$ cat config.mk
export PLATFORM = sky130hd
export DESIGN_NAME = multicycle_control
export DESIGN_NICKNAME = d
export VERILOG_FILES = /design/src/rtl/multicycle_control.sv
export SDC_FILE = /design/constraint.sdc
export NUM_CORES = 1
export LEC_CHECK = 0
export CORE_ASPECT_RATIO = 1.1
export CORE_UTILIZATION = 52
export DETAILED_ROUTE_END_ITERATION = 10
export PLACE_DENSITY_LB_ADDON = 0.05
export SYNTH_ARGS = -nofsm -noshare
export SYNTH_HDL_FRONTEND = slang
export SYNTH_SLANG_ARGS = --single-unit
$ cat constraint.sdc
create_clock -name clk -period 2.29 [get_ports clk]
set_input_delay 0.3435 -clock clk [delete_from_list [all_inputs] [get_ports clk]]
set_output_delay 0.3435 -clock clk [all_outputs]
set_load 0.02 [all_outputs]
$ cat src/rtl/multicycle_control.sv
// multicycle_control: sequencer for the multicycle MIPS datapath.
// Decodes OP/Funct once per instruction (in DECODE), then walks the
// datapath through its per-instruction states, stalling on MemReady.
// Illegal opcodes and memory timeouts park the FSM in HALT with a sticky Fault.
// Ports:
//   clk, reset            clock, asynchronous active-high reset
//   OP, Funct             instruction fields from IR (used in DECODE only)
//   Zero                  ALU zero flag, used in BRANCH
//   MemReady              memory completes the current access this cycle
//   IorD..RegWrite        datapath selects, ALU op and write enables
//   Fault                 sticky illegal-opcode / timeout flag
//   State                 current state code (debug)
module multicycle_control #(
  parameter int unsigned WAIT_LIMIT = 16,
  parameter int unsigned CNT_W      = 5
) (
  input  logic       clk,
  input  logic       reset,
  input  logic [5:0] OP,
  input  logic [5:0] Funct,
  input  logic       Zero,
  input  logic       MemReady,
  output logic       IorD,
  output logic       MemRead,
  output logic       MemWrite,
  output logic       IRWrite,
  output logic       PCWrite,
  output logic [1:0] PCSource,
  output logic       ALUSrcA,
  output logic [1:0] ALUSrcB,
  output logic [2:0] ALUOp,
  output logic [1:0] RegDst,
  output logic [1:0] MemtoReg,
  output logic       RegWrite,
  output logic       Fault,
  output logic [3:0] State
);

  typedef enum logic [3:0] {
    FETCH    = 4'd0,
    DECODE   = 4'd1,
    MEM_ADDR = 4'd2,
    MEM_RD   = 4'd3,
    MEM_WB   = 4'd4,
    MEM_WR   = 4'd5,
    R_EXE    = 4'd6,
    R_WB     = 4'd7,
    I_EXE    = 4'd8,
    I_WB     = 4'd9,
    BRANCH   = 4'd10,
    JUMP     = 4'd11,
    JAL      = 4'd12,
    JR       = 4'd13,
    HALT     = 4'd15
  } state_t;

  localparam logic [5:0] OP_RTYPE = 6'h00;
  localparam logic [5:0] OP_J     = 6'h02;
  localparam logic [5:0] OP_JAL   = 6'h03;
  localparam logic [5:0] OP_BEQ   = 6'h04;
  localparam logic [5:0] OP_BNE   = 6'h05;
  localparam logic [5:0] OP_ADDI  = 6'h08;
  localparam logic [5:0] OP_ANDI  = 6'h0c;
  localparam logic [5:0] OP_ORI   = 6'h0d;
  localparam logic [5:0] OP_LUI   = 6'h0f;
  localparam logic [5:0] OP_LW    = 6'h23;
  localparam logic [5:0] OP_SW    = 6'h2b;
  localparam logic [5:0] FN_JR    = 6'h08;

  localparam logic [2:0] ALU_ADD   = 3'b100;
  localparam logic [2:0] ALU_SUB   = 3'b001;
  localparam logic [2:0] ALU_FUNCT = 3'b111;
  localparam logic [2:0] ALU_OR    = 3'b101;
  localparam logic [2:0] ALU_AND   = 3'b110;

  state_t           state, state_next;
  logic [5:0]       op_q, op_next;
  logic [CNT_W-1:0] wait_cnt, wait_cnt_next, wait_cnt_inc;
  logic             fault_q, fault_next;
  logic             wait_last;
  logic             ir_write, pc_write, reg_write, mem_write;

  // The low cycle that would bring the count to WAIT_LIMIT is the last one tolerated.
  assign wait_cnt_inc = wait_cnt + CNT_W'(1);
  assign wait_last    = (wait_cnt_inc == CNT_W'(WAIT_LIMIT));

  // State, latched opcode, wait counter and sticky fault.
  always_ff @(posedge clk or posedge reset) begin
    if (reset) begin
      state    <= FETCH;
      op_q     <= 6'd0;
      wait_cnt <= '0;
      fault_q  <= 1'b0;
    end else begin
      state    <= state_next;
      op_q     <= op_next;
      wait_cnt <= wait_cnt_next;
      fault_q  <= fault_next;
    end
  end

  // Next-state and per-state datapath controls.
  always_comb begin
    state_next    = state;
    op_next       = op_q;
    wait_cnt_next = '0;
    fault_next    = fault_q;
    IorD          = 1'b0;
    MemRead       = 1'b0;
    mem_write     = 1'b0;
    ir_write      = 1'b0;
    pc_write      = 1'b0;
    PCSource      = 2'b00;
    ALUSrcA       = 1'b0;
    ALUSrcB       = 2'b00;
    ALUOp         = 3'b000;
    RegDst        = 2'b00;
    MemtoReg      = 2'b00;
    reg_write     = 1'b0;

    case (state)
      FETCH: begin
        MemRead  = 1'b1;
        ALUSrcB  = 2'b01;
        ALUOp    = ALU_ADD;
        ir_write = MemReady;
        pc_write = MemReady;
        if (MemReady) begin
          state_next = DECODE;
        end else if (wait_last) begin
          state_next = HALT;
          fault_next = 1'b1;
        end else begin
          wait_cnt_next = wait_cnt_inc;
        end
      end
      DECODE: begin
        ALUSrcB = 2'b11;
        ALUOp   = ALU_ADD;
        op_next = OP;
        case (OP)
          OP_RTYPE:                         state_next = (Funct == FN_JR) ? JR : R_EXE;
          OP_LW, OP_SW:                     state_next = MEM_ADDR;
          OP_BEQ, OP_BNE:                   state_next = BRANCH;
          OP_ADDI, OP_ANDI, OP_ORI, OP_LUI: state_next = I_EXE;
          OP_J:                             state_next = JUMP;
          OP_JAL:                           state_next = JAL;
          default: begin
            state_next = HALT;
            fault_next = 1'b1;
          end
        endcase
      end
      MEM_ADDR: begin
        ALUSrcA    = 1'b1;
        ALUSrcB    = 2'b10;
        ALUOp      = ALU_ADD;
        state_next = (op_q == OP_SW) ? MEM_WR : MEM_RD;
      end
      MEM_RD, MEM_WR: begin
        IorD      = 1'b1;
        MemRead   = (state == MEM_RD);
        mem_write = (state == MEM_WR);
        if (MemReady) begin
          state_next = (state == MEM_RD) ? MEM_WB : FETCH;
        end else if (wait_last) begin
          state_next = HALT;
          fault_next = 1'b1;
        end else begin
          wait_cnt_next = wait_cnt_inc;
        end
      end
      MEM_WB: begin
        MemtoReg   = 2'b01;
        reg_write  = 1'b1;
        state_next = FETCH;
      end
      R_EXE: begin
        ALUSrcA    = 1'b1;
        ALUOp      = ALU_FUNCT;
        state_next = R_WB;
      end
      R_WB: begin
        RegDst     = 2'b01;
        reg_write  = 1'b1;
        state_next = FETCH;
      end
      I_EXE: begin
        ALUSrcA = 1'b1;
        ALUSrcB = 2'b10;
        case (op_q)
          OP_ADDI: ALUOp = ALU_ADD;
          OP_ANDI: ALUOp = ALU_AND;
          default: ALUOp = ALU_OR;
        endcase
        state_next = I_WB;
      end
      I_WB: begin
        reg_write  = 1'b1;
        state_next = FETCH;
      end
      BRANCH: begin
        ALUSrcA    = 1'b1;
        ALUOp      = ALU_SUB;
        PCSource   = 2'b01;
        pc_write   = (op_q == OP_BNE) ? ~Zero : Zero;
        state_next = FETCH;
      end
      JUMP: begin
        PCSource   = 2'b10;
        pc_write   = 1'b1;
        state_next = FETCH;
      end
      JAL: begin
        RegDst     = 2'b10;
        MemtoReg   = 2'b10;
        reg_write  = 1'b1;
        PCSource   = 2'b10;
        pc_write   = 1'b1;
        state_next = FETCH;
      end
      JR: begin
        PCSource   = 2'b11;
        pc_write   = 1'b1;
        state_next = FETCH;
      end
      // HALT and the unused code 14 hold with everything idle.
      default: state_next = HALT;
    endcase
  end

  // Write enables are squashed while reset is held so an aborted access never completes.
  assign IRWrite  = ir_write  & ~reset;
  assign PCWrite  = pc_write  & ~reset;
  assign RegWrite = reg_write & ~reset;
  assign MemWrite = mem_write & ~reset;
  assign Fault    = fault_q;
  assign State    = state;

endmodule

Word level (Yosys, flattened, before mapping)
Cells that the tools add are included.

word-level totals
  memory bits (read-only) = 0
  memories = 0
  latch bits = 0
  input port bits = 16
  bits in writable memories = 0
  output and inout bits = 23
  register bits = 16

cells by class
  $lt $le $gt $ge = 0
  bitwise gates (word level) = 6
  shifts and indexed selects = 0
  multiplexer cells = 29
  reductions and logical operators = 17
  multipliers = 0
  add/sub/neg operators = 1
  equal/unequal tests = 32
  divide/modulo/power cells = 0

operators by type and width
  cell                 count
  $eq 6x4->1 const B   7
  $pmux 4 s7           1
  $eq 4x4->1 const B   6
  $pmux 4 s6           1
  $eq 6x3->1 const B   3
  $eq 6x6->1 const B   3
  $eq 4x3->1 const B   4
  $mux 4               4
  $mux 5               3
  $eq 6x2->1 const B   2
  $pmux 2 s2           3
  $pmux 2 s3           2
  $pmux 3 s4           1
  $reduce_or 4->1      3
  $reduce_or 11->1     1
  $reduce_or 2->1      5
  $mux 1               9
  $reduce_or 3->1      3
  $eq 4x2->1 const B   2
  $reduce_or 7->1      1
  $logic_not 6->1      1
  $mux 3               2
  $add 5x1->5 const B  1
  $eq 5x5->1 const B   1
  10 further kinds     16

Depth between registers and ports, before layout
Gate-level depths: netlist of the first run.

  depth after elaboration = 5
  gate-level depth with buffers = 6
  mapped depth without buffers = 5

Worst setup path before layout of the first run
OpenSTA, ideal clock, no wires.

  kind = reg2out
  from = reg state[1], in the netlist State[1]
  to = out PCSource[1]
  arrival = 1.592 ns
  path buffers = 2
  data required time = 1.947 ns
  path slack = 0.354 ns
  cell stages (with the launch flop) = 6
  cells stage by stage = dfrtp_1 -> buf_6 -> clkbuf_1 -> nor2b_1 -> nand2_1 -> a21boi_0

on the way
  cells in the longest elaborated chain, start to end = 3
  elaborated cells between the ends (all ways) = 6
  those cells by class = eq/ne (4); mux (1); reduce/logical (1)

ends and longest elaborated chain
  item                       RTL line  text
  start: declaration         76        state_t state, state_next;
  start signal: assignment   95        state <= state_next;
  $eq 4x4->1                 121       case (state)
  $reduce_or 2->1 (no line)  n/a
  $pmux 2 s3 *               121
  end: declaration           28        output logic [1:0] PCSource,

Mark *: on every way between the ends. The rest lies on a longest branch, timed or not.

Worst setup path in the final report of the first run
  from = reg op_q[5]
  to = out ALUOp[0]

on the way
  cells in the longest elaborated chain, start to end = 3
  elaborated cells between the ends (all ways) = 4
  those cells by class = eq/ne (2); mux (2)

ends and longest elaborated chain
  item                      RTL line  text
  start: declaration        77        logic [5:0] op_q, op_next;
  start signal: assignment  96        op_q <= op_next;
  $eq 6x4->1                191       case (op_q)
  $pmux 2 s2 *              191
  $pmux 3 s4 *              121
  end: declaration          31        output logic [2:0] ALUOp,

Marked as above.

==> results.py, run 1 <==
metrics = {
    "synthesis": {
        "synth_edf_count": 0,
        "synth_area_leaders": "dfrtp_1 28%, nand2_1 7.7%, nor2_1 5.1%, buf_2 2.8%, nand2b_1 2.7%",
        "syn_area_um2": 1410,
        "synth_seq_area_share": 0.285,
        "synth-warning-count": 0,
        "yosysUniqueCellTypes": 53,
        "yosys.area.top_type": "dfrtp_1",
        "async_reset_ff_frac": 1.00,
        "syn_nets": 194,
        "synth-seq-cells": 16,
        "synth-main-ff-cell": "dfrtp_1",
        "synth_top_area_frac": 0.285,
        "synthCells": 177,
        "syn_avg_cell_area_um2": 7.95,
    },
    "pwr": {
        "p_leak_nw": 0.972,
        "irDropWorstVdd_v": 0.000801,
        "p_total_mw": 2.40,
        "p_per_area_nw_per_um2": 1200,
    },
    "clock_network": {
        "cts-buffers-inserted": 3,
        "cts_root_buffer": "clkbuf_4",
        "clk_latency_ns": 0.30,
        "h-tree-depth": 1,
        "clock-sinks": 16,
        "clkTransAtPathRegs_ns": 0.10,
        "cts_tree": "yes",
        "cts_buffer_depth": 2,
        "ctsHoldBuffers": 0,
    },
    "finish": {
        "num-nets-final": 247,
        "post-route-util": 0.790,
        "area_growth_pct": 41.6,
        "diodes": 0,
        "fin_cells": 260,
        "layout-drive-gt1-share": 0.197,
        "fin_area_um2": 1990,
        "num-fill-cells": 184,
    },
    "sta": {
        "hold_viol_final": 0,
        "setup-tns-final_ns": -0.0258,
        "fmax_mhz": 432,
        "worst_slew_pin_slew_ns": 0.479,
        "finalCriticalPeriod_ns": 2.32,
        "slew_headroom": 0.679,
        "rsz0062_at_grt": "true",
        "finalCritPeriodShare": 1.01,
        "timing.final.ws_setup_ns": -0.0258,
        "holdWs_ns": 0.498,
        "setup_viol": 1,
        "drv_slew": 0,
        "fin_skew_ns": 0.00527,
    },
    "detailed_routing": {
        "avgViaCountPerCell": 5.91,
        "wl_per_cell_um": 15.2,
        "drc_errors": 0,
        "drt_pre_antenna_iters": 4,
        "detail-route-antenna-nets": 0,
        "via_count": 1537,
        "drt_iter0_markers": 43,
        "totalWireLength_um": 3960,
    },
    "critical_path": {
        "critPathCaptureType": "output port",
        "start_kind": "register",
        "cp_max_fo": 3,
        "crit_arrival_ns": 1.97,
        "required_ns": 1.95,
        "worstSetupPathType": "reg -> out",
    },
    "floorplan": {
        "start_util": 0.558,
        "dieHeight_um": 56.5,
        "core_region_area_um2": 2520,
        "io-pin-count": 39,
        "die_w_um": 51.6,
        "dieArea_um2": 2920,
        "row_count": 19,
    },
    "grt": {
        "grt_max_degree": 17,
        "grt_usage": 0.292,
        "overflow": 0,
        "grt_pass1_wl_um": 6470,
        "antenna_found_initial": 0,
        "grt_pass1_vias": 1496,
    },
    "place": {
        "dpl-instance-area_um2": 1890,
        "io_buffer_count": 38,
        "dpl.hpwl_um": 2930,
        "placedCellCount": 252,
        "gp_congestion": 0.825,
        "place_ws_ns": -0.157,
    },
    "min_path": {
        "min_path_type": "in -> async",
    },
    "status": {
        "run_status": "finished, violations left",
        "violations": "negative setup slack",
    },
    "run": {
        "cap_violations": 0,
    },
}
[logic make-up (layout without fill, tap and decap cells)]
kind of cell,after synthesis,count (layout),synth area share
buffers and inverters,16,68,0.0632
adder cells (fa/ha/maj),1,1,0.00890
AO/OA/AOI/OAI,41,41,0.214
multiplexers,3,3,0.0222
AND/OR/NAND/NOR,95,95,0.370
flip-flops,16,16,0.285
XOR/XNOR,5,5,0.0365
[per-layer routing]
layer  vias to the layer above  global-route usage  wire, µm
met3                        11              0.0271       138
met1                       739               0.353      1590
met2                        46               0.508      2130
met5                         -                   0         0
met4                         0               0.139        98
li1                        741                   -         -
[where the power goes]
part           total [mW]  leakage (nW)  internal [mW]  switching [mW]
logic                1.68         0.754          0.807           0.869
registers           0.529         0.197          0.387           0.142
clock network       0.194        0.0210         0.0972          0.0965
[flip-flops by register name, indices dropped and copies added (netlist names)]
name and cells:
State 4, wait_cnt 5, Fault 1, op_q 6
[Yosys cell counts, drive strengths merged, types with 3 or more instances]
library cell and count:
nor2 19, nor3 5, nor2b 6, nor4 3
buf 11, a21oi 7, dfrtp 16, o21ai 9
clkbuf 3, o31a 3, nand4b 4, nand2 29
xnor2 3, a211o 3, nand3 4, nand2b 6
and2 4
[timing repair]
| action | CTS | global route |
|---|---|---|
| pin swaps | 1 | 3 |
| endpoints found under the hold margin | 0 | 0 |
| gates resized for setup | 15 | 12 |
| buffers inserted | 3 | 1 |
| gates cloned | 0 | 0 |
| setup endpoints to repair | 15 | 12 |
[path summary, 6_finish.rpt]
kind | cells past startpoint | endpoint | slack, ns | start
worst max-delay path | 5 | ALUOp[0] | -0.03 | op_q[5]
worst min-delay path | 3 | State[3] | 0.50 | reset
worst max register to register | 6 | Fault | 0.46 | State[0]
worst min register to register | 1 | Fault | 0.51 | Fault
max in group asynchronous | 3 | State[1] | 1.59 | reset
min in group clk | 1 | Fault | 0.51 | Fault
[layout by cell type (no fill, tap or decap), drive strengths merged, types with 2 or more instances in the layout]
master | synthesis | routed
nor3 | 5 | 5
nand2 | 29 | 29
buf | 11 | 25
nand3 | 4 | 4
mux2i | 2 | 2
o21a | 2 | 2
and2 | 4 | 4
o211ai | 2 | 2
nor2 | 19 | 19
or2 | 2 | 2
clkdlybuf4s50 | 0 | 25
nand3b | 2 | 2
a211o | 3 | 3
dfrtp | 16 | 16
dlygate4sd2 | 0 | 3
or3b | 2 | 2
dlymetal6s2s | 0 | 8
nor4 | 3 | 3
o21ai | 9 | 9
a21oi | 7 | 7
nor3b | 2 | 2
a21boi | 2 | 2
o31a | 3 | 3
nand4b | 4 | 4
a22oi | 2 | 2
o221ai | 2 | 2
a21o | 2 | 2
nand2b | 6 | 6
or3 | 2 | 2
nor4b | 2 | 2
nor2b | 6 | 6
xnor2 | 3 | 3
xor2 | 2 | 2
clkbuf | 3 | 5
inv | 2 | 2
[critical path, cell delays in order, from the launching register on]
cell	delay (ns)
dfrtp_1	0.40
or3_4	0.40
nor3b_1	0.34
nand2b_1	0.16
a21oi_1	0.05
dlygate4sd2_1	0.32
[area by class of cell]
type,instances,area [µm²],area share
multi-input combinational,145,935,0.469
timing repair buffer,62,569,0.286
sequential,16,405,0.204
tap,31,38.8,0.0195
clock buffer,4,36.3,0.0182
inverter,2,7.51,0.00377
Power figures use the tool's default switching activity.
==> run 2: changes to the inputs <==
CORE_UTILIZATION = 55   (was 52)
DONT_BUFFER_PORTS = 1   (was default)
==> run 2 against run 1 <==
Count of clock-buffer cells in the layout stayed put. Combinational power is 24% lower. Fmax is 4.3% higher. Global-route usage is 4.4 points lower. Largest cell class unchanged. The run now ends clean. Final area is 21% lower. Highest routed layer unchanged. Final cell count is 16% lower. Critical path depth stayed put. Power is 16% lower.
==> results.py, run 2 (synthesis results as in run 1) <==
metrics = {
    "status": {
        "run_status": "finished clean",
    },
    "grt": {
        "antenna_found_initial": 0,
        "grt_max_degree": 18,
        "grt_usage": 0.249,
        "overflow": 0,
        "grt_pass1_wl_um": 5130,
        "grt_pass1_vias": 1211,
    },
    "detailed_routing": {
        "totalWireLength_um": 3280,
        "drt_iter0_markers": 29,
        "drt_pre_antenna_iters": 4,
        "wl_per_cell_um": 15.0,
        "via_count": 1318,
        "detail-route-antenna-nets": 0,
        "avgViaCountPerCell": 6.05,
        "drc_errors": 0,
    },
    "floorplan": {
        "die_w_um": 50.2,
        "io-pin-count": 39,
        "dieArea_um2": 2760,
        "core_region_area_um2": 2320,
        "row_count": 18,
        "dieHeight_um": 55.0,
        "start_util": 0.606,
    },
    "pwr": {
        "comb_power_share": 0.628,
        "p_per_area_nw_per_um2": 1280,
        "p_int_mw": 1.02,
        "p_leak_nw": 0.682,
        "p_switching_uw": 999,
        "p_seq_frac": 0.280,
        "p_clk_frac": 0.092,
        "swShare": 0.495,
        "irDropWorstVdd_v": 0.000726,
    },
    "critical_path": {
        "required_ns": 1.95,
        "reg2regPathDepth": 5,
        "worstSetupPathType": "reg -> out",
        "worstSetupPathDepth": 5,
        "start_kind": "register",
        "cp_num_buf_inv": 1,
        "crit_chain": "or3_4 -> o31a_1 -> o311ai_2 -> a21oi_1 -> buf_4",
        "cp_max_fo": 3,
        "critPathCaptureType": "output port",
        "worst_path_largest_cell_delay_ns": 0.41,
        "cp_top_family": "compound AO/OA/AOI/OAI gates",
        "crit_arrival_ns": 1.88,
        "cp_slowest_cell": "dfrtp_1",
    },
    "run": {
        "cap_violations": 0,
    },
    "sta": {
        "drv_slew": 0,
        "slew_headroom": 0.652,
        "finalCriticalPeriod_ns": 2.22,
        "hold_viol_final": 0,
        "setup_viol": 0,
        "worst_slew_pin_slew_ns": 0.522,
        "finalCritPeriodShare": 0.970,
        "fmax_mhz": 450,
        "fin_skew_ns": 0.00616,
        "timing.final.ws_setup_ns": 0.0687,
    },
    "clock_network": {
        "clock-sinks": 16,
        "cts_root_buffer": "clkbuf_4",
        "cts-buffers-inserted": 3,
        "cts_tree": "yes",
        "h-tree-depth": 1,
        "cts_buffer_depth": 2,
        "clkTransAtPathRegs_ns": 0.09,
        "clk_latency_ns": 0.29,
    },
    "finish": {
        "num-nets-final": 206,
        "final_common_cell": "nand2_1",
        "final_cell_mix": "29 x nand2_1, 20 x buf_4, 19 x nor2_1, 15 x dfrtp_1",
        "diodes": 0,
        "area_growth_pct": 12.3,
        "post-route-util": 0.681,
        "top_register": "op_q",
        "layout-drive-gt1-share": 0.186,
        "fin_area_um2": 1580,
        "largest_register_ffs": 6,
    },
    "min_path": {
        "min_path_type": "in -> reg",
        "worstHoldPathCells": 2,
    },
    "place": {
        "io_buffer_count": 0,
        "dpl-instance-area_um2": 1510,
        "gp_congestion": 0.753,
        "dpl.hpwl_um": 2430,
        "place_ws_ns": 0.347,
    },
}
[run 2: changes by cell type in the layout (fill, tap and decap cells not counted), sizes merged]
cell	before	now
dlygate4sd2	3	0
clkbuf	5	4
dlygate4sd3	0	1
clkdlybuf4s50	25	0
buf	25	20
dlymetal6s2s	8	0
[run 2: per-stage QoR]
stage	hold WS (ns)	std cells	setup TNS, ns	total power, mW
2_1_floorplan	0.265	177	0	1.50
3_5_place_dp	0.294	213	0	1.79
5_1_grt	0.164	218	-0.0125	2.15
6_report	0.173	218	0	2.02
3_3_place_gp	0.294	213	0	1.76
4_1_cts	0.166	218	0	1.99
[run 2: final timing paths]
| check | slack, ns | from | endpoint |
|---|---|---|---|
| min in group asynchronous | 0.54 | reset | State[0] |
| setup / recovery | 0.07 | op_q[1] | PCWrite |
| max in group asynchronous | 1.55 | reset | State[2] |
| hold reg to reg | 0.51 | op_q[5] | op_q[5] |
| setup reg to reg | 0.39 | State[3] | State[0] |
| hold / removal | 0.17 | OP[3] | op_q[3] |
[run 2: cell type report]
type | count | area [µm²]
repair buffers | 21 | 160
flip-flops and latches | 16 | 402
clock buffers | 4 | 36.3
well taps | 30 | 37.5
inverters | 2 | 7.51
multi-input cells | 145 | 936
fillers | 193 | 741
[run 2: timing repair]
action | CTS | global route
hold buffers | 1 | 0
hold endpoints to repair | 16 | 0
setup endpoints to repair | 0 | 2
gates resized for setup | 0 | 4
setup buffers | 0 | 0
[run 2: power by group through the flow]
stage / clock network [mW] / registers, mW / logic [mW]
5_1_grt: 0.198 / 0.585 / 1.37
2_1_floorplan: 0 / 0.511 / 0.991
3_3_place_gp: 0 / 0.553 / 1.20
4_1_cts: 0.190 / 0.554 / 1.24
3_5_place_dp: 0 / 0.560 / 1.23
6_report: 0.186 / 0.564 / 1.27
[run 2: worst register-to-register path: stages (launching register included)]
cell	delay (ns)
dfrtp_1	0.58
buf_4	0.26
nor4b_4	0.42
nand4b_1	0.19
o221ai_1	0.26
a211o_1	0.14
[run 2: routing by layer]
metal / routed length [µm] / vias up / track usage
met3: 194 / 2 / 0.0492
met2: 1600 / 47 / 0.462
met4: 16 / 0 / 0.0714
li1: - / 651 / -
met1: 1470 / 618 / 0.293
met5: 0 / - / 0
==> run 3: changes to the inputs <==
GPL_ROUTABILITY_DRIVEN = 1   (was default)
==> results of run 3 <==
No change in the layout: final DEF, timing and power equal those of run 2.
